===== src/rtl/mult_sched_pkg.sv =====
// Shared widths and the round-robin pick helper for the multiplier scheduler.
package mult_sched_pkg;

    localparam int A_W     = 28;
    localparam int B_W     = 32;
    localparam int P_W     = 60;
    localparam int MAX_REQ = 8;
    localparam int PTR_W   = 3;

    // First eligible index at or above ptr (wrapping at nreq) wins; result is one-hot or zero.
    function automatic logic [MAX_REQ-1:0] rr_pick(input logic [MAX_REQ-1:0] eligible,
                                                   input logic [PTR_W-1:0]   ptr,
                                                   input int                 nreq);
        logic [MAX_REQ-1:0] grant;
        logic               found;
        int                 idx;
        grant = '0;
        found = 1'b0;
        for (int k = 0; k < MAX_REQ; k++) begin
            idx = (int'(ptr) + k) % nreq;
            if ((k < nreq) && !found && eligible[idx]) begin
                grant[idx] = 1'b1;
                found      = 1'b1;
            end
        end
        return grant;
    endfunction

endpackage


===== src/rtl/mult_sched_if.sv =====
// Requester and response bundle of the shared-multiplier scheduler.
interface mult_sched_if #(parameter int NREQ = 4);
    import mult_sched_pkg::*;

    localparam int IDW = $clog2(NREQ);

    logic [NREQ-1:0]     req_valid;
    logic [NREQ-1:0]     req_ready;
    logic [NREQ*A_W-1:0] req_a;
    logic [NREQ*B_W-1:0] req_b;
    logic [NREQ-1:0]     req_mask;
    logic                rsp_valid;
    logic [IDW-1:0]      rsp_id;
    logic [P_W-1:0]      rsp_data;
    logic                busy;

    modport master (output req_valid, req_a, req_b, req_mask,
                    input  req_ready, rsp_valid, rsp_id, rsp_data, busy);

    modport slave  (input  req_valid, req_a, req_b, req_mask,
                    output req_ready, rsp_valid, rsp_id, rsp_data, busy);

endinterface


===== src/rtl/mult_sched_mult_pipe.sv =====
// LAT-stage signed A_W x B_W multiplier; each stage only loads when its enable is set,
// so the last stage holds the most recent valid product.
module mult_pipe
    import mult_sched_pkg::*;
#(
    parameter int LAT = 1
) (
    input  logic                  pclk,
    input  logic                  reset,
    input  logic [LAT-1:0]        en,
    input  logic signed [A_W-1:0] a,
    input  logic signed [B_W-1:0] b,
    output logic signed [P_W-1:0] p
);

    logic signed [P_W-1:0] prod_s;
    logic signed [P_W-1:0] stage_r [LAT];

    // Full-precision product of sign-extended operands.
    always_comb begin
        prod_s = $signed({{(P_W-A_W){a[A_W-1]}}, a}) * $signed({{(P_W-B_W){b[B_W-1]}}, b});
    end

    // Enabled pipeline stages; a bubble leaves the stage holding its previous value.
    always_ff @(posedge pclk or posedge reset) begin
        if (reset) begin
            for (int k = 0; k < LAT; k++) begin
                stage_r[k] <= '0;
            end
        end else begin
            if (en[0]) begin
                stage_r[0] <= prod_s;
            end
            for (int k = 1; k < LAT; k++) begin
                if (en[k]) begin
                    stage_r[k] <= stage_r[k-1];
                end
            end
        end
    end

    assign p = stage_r[LAT-1];

endmodule


===== src/rtl/mult_sched.sv =====
// Round-robin scheduler sharing one signed multiplier between NREQ requesters;
// products come back tagged with the requester index LAT cycles after the accept.
module mult_sched
    import mult_sched_pkg::*;
#(
    parameter int NREQ = 4,
    parameter int LAT  = 1
) (
    input  logic        pclk,
    input  logic        reset,
    mult_sched_if.slave bus
);

    localparam int IDW = $clog2(NREQ);

    logic [NREQ-1:0]       elig_s;
    logic [NREQ-1:0]       grant_s;
    logic [MAX_REQ-1:0]    pick_s;
    logic                  unused_pick_s;
    logic                  accept_s;
    logic [IDW-1:0]        g_idx_s;
    logic [IDW-1:0]        ptr_next_s;
    logic [IDW-1:0]        rr_ptr_r;
    logic signed [A_W-1:0] a_sel_s;
    logic signed [B_W-1:0] b_sel_s;
    logic signed [P_W-1:0] prod_s;
    logic [LAT-1:0]        stage_en_s;
    logic                  busy_next_s;
    logic                  busy_r;
    logic                  v_r  [LAT];
    logic [IDW-1:0]        id_r [LAT];

    // Arbitration, operand selection and next-state terms.
    always_comb begin
        elig_s   = bus.req_valid & ~bus.req_mask;
        pick_s   = rr_pick(MAX_REQ'(elig_s), PTR_W'(rr_ptr_r), NREQ);
        grant_s  = pick_s[NREQ-1:0];
        accept_s = |grant_s;
        g_idx_s  = '0;
        for (int i = 0; i < NREQ; i++) begin
            if (grant_s[i]) begin
                g_idx_s = IDW'(i);
            end else begin
                g_idx_s = g_idx_s;
            end
        end
        if (g_idx_s == IDW'(NREQ-1)) begin
            ptr_next_s = '0;
        end else begin
            ptr_next_s = g_idx_s + IDW'(1);
        end
        a_sel_s = bus.req_a[g_idx_s*A_W +: A_W];
        b_sel_s = bus.req_b[g_idx_s*B_W +: B_W];
        // Stage k of the multiplier advances when the tag in front of it is valid.
        stage_en_s[0] = accept_s;
        for (int k = 1; k < LAT; k++) begin
            stage_en_s[k] = v_r[k-1];
        end
        busy_next_s = accept_s;
        for (int k = 0; k < LAT-1; k++) begin
            busy_next_s = busy_next_s | v_r[k];
        end
    end

    assign unused_pick_s = ^pick_s;

    mult_pipe #(.LAT(LAT)) u_mult (
        .pclk  (pclk),
        .reset (reset),
        .en    (stage_en_s),
        .a     (a_sel_s),
        .b     (b_sel_s),
        .p     (prod_s)
    );

    // Round-robin pointer, tag/valid pipeline and busy flag.
    always_ff @(posedge pclk or posedge reset) begin
        if (reset) begin
            rr_ptr_r <= '0;
            busy_r   <= 1'b0;
            for (int k = 0; k < LAT; k++) begin
                v_r[k]  <= 1'b0;
                id_r[k] <= '0;
            end
        end else begin
            if (accept_s) begin
                rr_ptr_r <= ptr_next_s;
            end
            busy_r  <= busy_next_s;
            v_r[0]  <= accept_s;
            id_r[0] <= g_idx_s;
            for (int k = 1; k < LAT; k++) begin
                v_r[k]  <= v_r[k-1];
                id_r[k] <= id_r[k-1];
            end
        end
    end

    assign bus.req_ready = reset ? '0 : grant_s;
    assign bus.rsp_valid = v_r[LAT-1];
    assign bus.rsp_id    = id_r[LAT-1];
    assign bus.rsp_data  = prod_s;
    assign bus.busy      = busy_r;

endmodule


===== src/flat_wrapper.sv =====
// flat-port wrapper written by rule: the top's interface ports become plain ports
module mult_sched_flat import mult_sched_pkg::*;
#(
    parameter int NREQ = 4,
    parameter int LAT  = 1
)
  (pclk, reset, bus_req_valid, bus_req_a, bus_req_b, bus_req_mask, bus_req_ready, bus_rsp_valid, bus_rsp_id, bus_rsp_data, bus_busy);
  mult_sched_if #(.NREQ(NREQ)) bus_i ();
  input  logic pclk;
  input  logic reset;
  input wire logic [$bits(bus_i.req_valid)-1:0] bus_req_valid;
  input wire logic [$bits(bus_i.req_a)-1:0] bus_req_a;
  input wire logic [$bits(bus_i.req_b)-1:0] bus_req_b;
  input wire logic [$bits(bus_i.req_mask)-1:0] bus_req_mask;
  output wire logic [$bits(bus_i.req_ready)-1:0] bus_req_ready;
  output wire logic [$bits(bus_i.rsp_valid)-1:0] bus_rsp_valid;
  output wire logic [$bits(bus_i.rsp_id)-1:0] bus_rsp_id;
  output wire logic [$bits(bus_i.rsp_data)-1:0] bus_rsp_data;
  output wire logic [$bits(bus_i.busy)-1:0] bus_busy;
  assign bus_i.req_valid = bus_req_valid;
  assign bus_i.req_a = bus_req_a;
  assign bus_i.req_b = bus_req_b;
  assign bus_i.req_mask = bus_req_mask;
  assign bus_req_ready = bus_i.req_ready;
  assign bus_rsp_valid = bus_i.rsp_valid;
  assign bus_rsp_id = bus_i.rsp_id;
  assign bus_rsp_data = bus_i.rsp_data;
  assign bus_busy = bus_i.busy;
  mult_sched #(.NREQ(NREQ), .LAT(LAT)) u_core (.pclk(pclk), .reset(reset), .bus(bus_i));
endmodule

===== config.mk =====
export PLATFORM = sky130hd
export DESIGN_NAME = mult_sched_flat
export DESIGN_NICKNAME = d
export VERILOG_FILES = /design/src/rtl/mult_sched_pkg.sv /design/src/rtl/mult_sched_if.sv /design/src/rtl/mult_sched_mult_pipe.sv /design/src/rtl/mult_sched.sv /design/src/flat_wrapper.sv
export SDC_FILE = /design/constraint.sdc
export NUM_CORES = 2
export LEC_CHECK = 0
export CAP_MARGIN = 20
export CORE_ASPECT_RATIO = 1.75
export CORE_MARGIN = 5
export CORE_UTILIZATION = 55
export CTS_BUF_LIST = sky130_fd_sc_hd__clkbuf_4
export CTS_CLUSTER_SIZE = 14
export DETAILED_ROUTE_END_ITERATION = 8
export HOLD_SLACK_MARGIN = 0.02
export PLACE_DENSITY = 0.82
export SLEW_MARGIN = 20
export SYNTH_ARGS = -nofsm -noshare
export SYNTH_HDL_FRONTEND = slang
export SYNTH_SLANG_ARGS = --single-unit

===== constraint.sdc =====
create_clock -name pclk -period 12.05 [get_ports pclk]
set_input_delay 2.41 -clock pclk [delete_from_list [all_inputs] [get_ports pclk]]
set_output_delay 2.41 -clock pclk [all_outputs]
set_load 0.02 [all_outputs]

# --- Yosys cells after proc, flatten, opt, wreduce, memory -nomap -nowiden ---
# Cells that the tools add are included.
# W data, S select, Z words.
totals:
  ff_bits: 65
  input_bits: 250
  output_inout_bits: 68
  elab_cells: 74
op_classes:
  add_sub_neg: 4
  n_mul: 2
  order_cmp: 8
  n_eq_ne: 1
  shift: 2
  n_mux: 31
  bitwise: 8
  n_reduce_logical: 14
ops:
  columns: ["op", "count"]
  rows:
  - ["$shiftx A128 B8 Y32", 1]
  - ["$shiftx A112 B8 Y28", 1]
  - ["$mul A28 B32 Y60", 1]
  - ["$mux W4", 5]
  - ["$lt A3 B5 Y1 const B", 3]
  - ["$mux W1", 15]
  - ["$or A4 B4 Y4", 3]
  - ["$bmux W1 S3", 3]
  - ["$demux W1 S3", 3]
  - ["$ge A3 B1 Y1 const B", 3]
  - ["$logic_and A1 B1 Y1", 7]
  - ["$mux W2", 3]
  - ["$reduce_or A2 Y1", 3]
  - ["$mul A2 B3 Y5 const B", 1]
  - ["$add A2 B1 Y2 const B", 2]
  - ["$add A2 B2 Y2 const B", 2]
  - ["$and A4 B4 Y4", 1]
  - ["$lt A2 B4 Y1 const B", 1]
  - ["$not A4 Y4", 1]
  - ["$reduce_or A4 Y1", 1]
  - ["$and A1 B1 Y1 const A", 3]
  - ["$logic_not A1 Y1", 3]
  - ["$bmux W1 S2", 1]
  - ["$demux W1 S2", 1]
  - ["2 further kinds", 2]

# --- Longest topological paths before layout ---
logic_depth:
  ltp_word: 20
  depth_mapped: 42
  ltp_nobuf: 37

# --- By module ---
# Synthesis repeated with hierarchy kept, for this count alone.
hier_totals:
  hier_cells: 3994
  area_unflattened_um2: 37089.3
modules_own_cells:
  columns: ["module", "instances", "cells_each", "area_per_inst_um2", "seq_area_each_um2"]
  rows:
  - ["mult_pipe", 1, 3655, 34429.3, 1501.4]
  - ["mult_sched", 1, 339, 2660.1, 125.1]

# --- Worst setup path after synthesis ---
# OpenSTA, ideal clock, no wires.
synth_path:
  path_kind: "in2reg"
  from: "input bus_req_valid[2]"
  to: "register u_core.u_mult.stage_r (netlist bit u_core.u_mult.p[59])"
  setup_time_ns: 0.140
  arrival_time_ns: 11.626
  required_ns: 11.910
  slack_ns: 0.283
  cell_stages: 38
  n_path_buf: 4
  path_cell_list: "nor2b_1 mux4_2 a211oi_1 a22o_1 a221o_1 buf_6 buf_6 mux2i_1 o21ai_1 mux2_2 buf_6 nand2_1 inv_1 fa_1 inv_1 fa_1 inv_1 fa_1 [... 2 more ...] fa_1 inv_1 fa_1 inv_1 fa_1 inv_1 ha_1 ha_1 clkbuf_1 a21o_1 a21o_1 a21oi_1 a21boi_0 o21ai_0 o31a_1 o311ai_0 a2111oi_0 a311oi_1"
synth_via:
  elab_chain_len: 19
  elab_cells_between_ends: 36
  cone_classes: "2 x mul; 2 x shift; 21 x mux; 4 x bitwise; 7 x reduce/logical"
synth_rtl:
  columns: ["item", "line", "rtl"]
  rows:
  - ["start, declared", "flat_wrapper.sv:11", "input wire logic [$bits(bus_i.req_valid)-1:0] bus_req_valid;"]
  - ["$and A4 B4 Y4 (*)", "mult_sched.sv:35", "elig_s = bus.req_valid & ~bus.req_mask;"]
  - ["$bmux W1 S2", "mult_sched_pkg.sv:21", "if ((k < nreq) && !found && eligible[idx]) begin"]
  - ["$mux W1 (implied by the code)", "mult_sched_pkg.sv:21", null]
  - ["$mux W1", "mult_sched_pkg.sv:21", null]
  - ["$logic_not A1 Y1", "mult_sched_pkg.sv:21", null]
  - ["$logic_and A1 B1 Y1", "mult_sched_pkg.sv:21", null]
  - ["$mux W1", "mult_sched_pkg.sv:21", null]
  - ["$logic_not A1 Y1", "mult_sched_pkg.sv:21", null]
  - ["[... 2 more ...]", null, null]
  - ["$logic_not A1 Y1", "mult_sched_pkg.sv:21", null]
  - ["$logic_and A1 B1 Y1", "mult_sched_pkg.sv:21", null]
  - ["$mux W4 (*)", "mult_sched_pkg.sv:21", null]
  - ["$mux W1", "mult_sched.sv:41", "if (grant_s[i]) begin"]
  - ["$mux W2 (2 in a row)", "mult_sched.sv:41", null]
  - ["$mul A2 B3 Y5", "mult_sched.sv:52", "a_sel_s = bus.req_a[g_idx_s*A_W +: A_W];"]
  - ["$shiftx A112 B8 Y28", "mult_sched.sv:52", null]
  - ["$mul A28 B32 Y60", "mult_sched_mult_pipe.sv:21", "prod_s = $signed({{(P_W-A_W){a[A_W-1]}}, a}) * $signed({{(P_W-B_W){b[B_W-1]}}, b});"]
  - ["end signal, assigned by index", "mult_sched_mult_pipe.sv:36", "stage_r[k] <= stage_r[k-1];"]
  - ["end, declared", "mult_sched_mult_pipe.sv:17", "logic signed [P_W-1:0] stage_r [LAT];"]
# Every way passes the cells marked *; elsewhere a longest branch is shown, timed or not. The select of a mux whose other input is x is not followed.
# A chain may end at the register's enable or synchronous reset.

# --- Worst setup path in the final report ---
layout_path:
  from: "input bus_req_valid[0]"
  to: "register u_core.u_mult.stage_r (netlist bit u_core.u_mult.p[44])"
# The elaborated chain is that of the path after synthesis.

==> key figures <==
Yosys
  • Post-synth EDFFs: 0
  • Cell count after synthesis: between 3k and 4k
  • Predominant post-synthesis flop cell: dfrtp_1
  • Post-synth top area share: 51.68%
  • Synth cell types: 71
  • Syn nets: 5328
  • FF+latch count, synth: 65
  • Mapped cell area: 35910 um^2
  • Synth warn: 0
  • Leading area contributor after synthesis: fa_1
  • Post-Syn Area per Cell: 9.091 um^2
  • Largest cells by area after synthesis: fa_1 52%, inv_1 9.1%, ha_1 7.0%
  • Seq/Total Area, Yosys: between 4 and 5%
  • Post-synth ARST share: 100.0%

Timing
  • Crit path time final: roughly 12 ns
  • Clock Skews: 0.02127 ns
  • RSZ-0062 raised after global routing: yes
  • Period utilization: 99.31%
  • Hold Fails Final Rpt: 0
  • Slew @ Worst Pin: a little over 1 ns
  • Pins Over Slew Limit: 0
  • Max transition margin: between 30 and 40%
  • Hold slack: 0.4933 ns
  • Fmax: 0.08357 GHz
  • Final setup fails: 0

Placement
  • Number of port buffers: between 300 and 400
  • Post-DP HPWL: ~120000 um
  • Global placement routability congestion: roughly 1.1
  • Dpl cells: 5473

Die
  • Die area: 70700 um^2
  • Die Wd: just over 200 um
  • Height of the die: 348.0 um
  • I/O Pins: 318
  • Row cnt: 124
  • Core area: 65010 um^2
  • Initial core utilization: between 50 and 60%

Clock tree
  • CTS Buf Count: 9
  • Hold-fix buffer count after cts: 0
  • Clk sinks: 65
  • Clock transition at the registers of the reported paths: 0.11 ns
  • H-tree depth: 3
  • Maximum root-to-sink buffer count: 2
  • Clock latency at the later pin of the worst-skew pair: 0.46 ns
  • CTS tree: built
  • Clk root buf: clkbuf_4

GRT
  • GR Util All Layers: 39.29%
  • Initial antenna violation count: 5
  • Vias in the first global route: between 30k and 40k
  • Pin count of the biggest net entering global routing: 112
  • First-pass GRT wire length: slightly above 200000 um
  • Total grt overflow: 0

Finish
  • Layout Cells excl Fill: 5522
  • Final Net Count: 6072
  • Area Growth Syn to Fin: 25.03%
  • Most common cell after layout, fill and taps aside: fa_1
  • Layout cells sized above 1: 16.66%
  • Most frequent cells in the layout: 915 x fa_1, 864 x inv_1, 555 x buf_4, 523 x nand2_1, 519 x nor2_1

Routing
  • DR vias: between 30k and 40k
  • # DRC: 0
  • Total Wirelength: 139700 um
  • DR vias/cell: 5.816
  • Antenna viol nets, final: 0
  • Pre-antenna DRT Iters: 8
  • Drt initial violations: 2942
  • WL/cell: 25.29 um

Critical path
  • Crit-path most repeated cell: fa_1
  • WP data required: roughly 12 ns
  • Slowest cell on the critical path: fa_2
  • Crit path arrival time: ~12 ns
  • Crit path launch type: primary input
  • CP bufs+invs: 11
  • Flop2flop setup slack: ~1.5 ns
  • Crit Path Category: in -> reg
  • Critical Path End Type: register
  • Crit Path Max Fanout: 12
  • Family with the most delay on the worst path: adder cells
  • Delay of the slowest critical-path stage: slightly above 0.6 ns

Run
  • Max-cap viol count: 0

Hold path
  • Class of the worst hold path: reg -> reg

Outcome
  • Status: finished, final reports clean
-- stage by stage --
step | utilization, % | TNS [ns] | area (um^2) | setup slack (ns)
finish | 69.06 | 0 | 44890 | 0.08368
global route | 69.06 | -1.233 | 44890 | -0.1705
CTS | 68.10 | 0 | 44270 | 0.02121
detailed placement | 67.77 | -5.746 | 44060 | -0.5201
global placement | 67.77 | -4.017 | 44060 | -0.3695
floorplan | - | 0 | 35910 | 0.2835
-- sequential cells by signal, summed over array words and instances, names as in the netlist --
| signal | count |
|---|---|
| u_core.bus.rsp_id | 2 |
| u_core.u_mult.p | 60 |
| u_core.bus.rsp_valid | 1 |
| u_core.rr_ptr_r | 2 |
-- what timing repair did --
item / in CTS / in global routing
cloned: 0 / 3
setup buffers: 0 / 26
gates resized for setup: 4 / 94
setup endpoints to repair: 3 / 24
pin swaps: 1 / 30
-- cell type report --
class,count,area [um^2]
Antenna cell,4,10.01
Inverter,870,3269
Clock inverter,7,125.1
Timing Repair Buffer,929,8366
Clock buffer,9,67.56
Fill cell,4765,20110
Tap cell,819,1025
Sequential cell,65,1627
Multi-Input combinational cell,2819,30410
-- kinds of logic after synthesis --
family | Yosys count | share of synthesized area [%]
simple gates | 1162 | 12.98
xor+xnor | 62 | 1.512
mux | 177 | 5.262
buf+inv | 1066 | 12.12
flops | 65 | 4.530
fa+ha+maj | 1128 | 58.68
compound gates | 290 | 4.920
-- worst paths after layout --
path                                     start             endpoint  cells after the start
hold reg to reg            u_core.u_mult.p[37]  u_core.u_mult.p[37]                      2
setup / recovery              bus_req_valid[0]  u_core.u_mult.p[44]                     38
setup reg to reg            u_core.rr_ptr_r[0]  u_core.u_mult.p[44]                     40
max in group asynchronous                reset  u_core.u_mult.p[50]                      3
hold / removal             u_core.u_mult.p[37]  u_core.u_mult.p[37]                      2
min in group asynchronous                reset  u_core.u_mult.p[33]                      3
-- routing by layer --
layer	up-vias	track usage, %	wire (um)
met5	-	0	17
met4	2	41.77	21410
met3	984	9.508	13700
met2	2204	66.30	66800
met1	15750	37.14	37740
li1	13170	-	-
-- worst register-to-register path: cells and delay by family (launching register included) --
| kind | cells | cell delay, ns |
|---|---|---|
| xor gates and xnor gates | 1 | 0.18 |
| adders and majority gates | 10 | 4.99 |
| and+or+nand+nor | 5 | 0.72 |
| AOI/OAI and AO/OA | 11 | 1.89 |
| DFF | 1 | 0.70 |
| buffers and inverters | 12 | 1.65 |
| muxes | 1 | 0.19 |
-- Yosys cell counts (all sizes together) (3+ instances only) --
library cell  number
a211o              3
a211oi            10
a21boi             3
a21o              26
a21oi             56
a221o              4
a221oi             5
a22o               3
a311oi             3
a31oi              9
and2               9
and3               9
buf              169
clkbuf            27
dfrtp             65
fa               927
ha               201
inv              870
mux2              57
mux2i            119
nand2            524
nand2b            24
nand3             18
nand4              5
nor2             526
nor2b             12
nor3               6
nor3b              4
o211ai             5
o21a               4
o21ai            132
o21bai             5
o31ai              7
or2               12
or3                4
xnor2             34
xor2              28
Power is left out: the tool's default activity adds up to more than one toggle a clock period on the data nets, which glitch-free logic cannot reach.
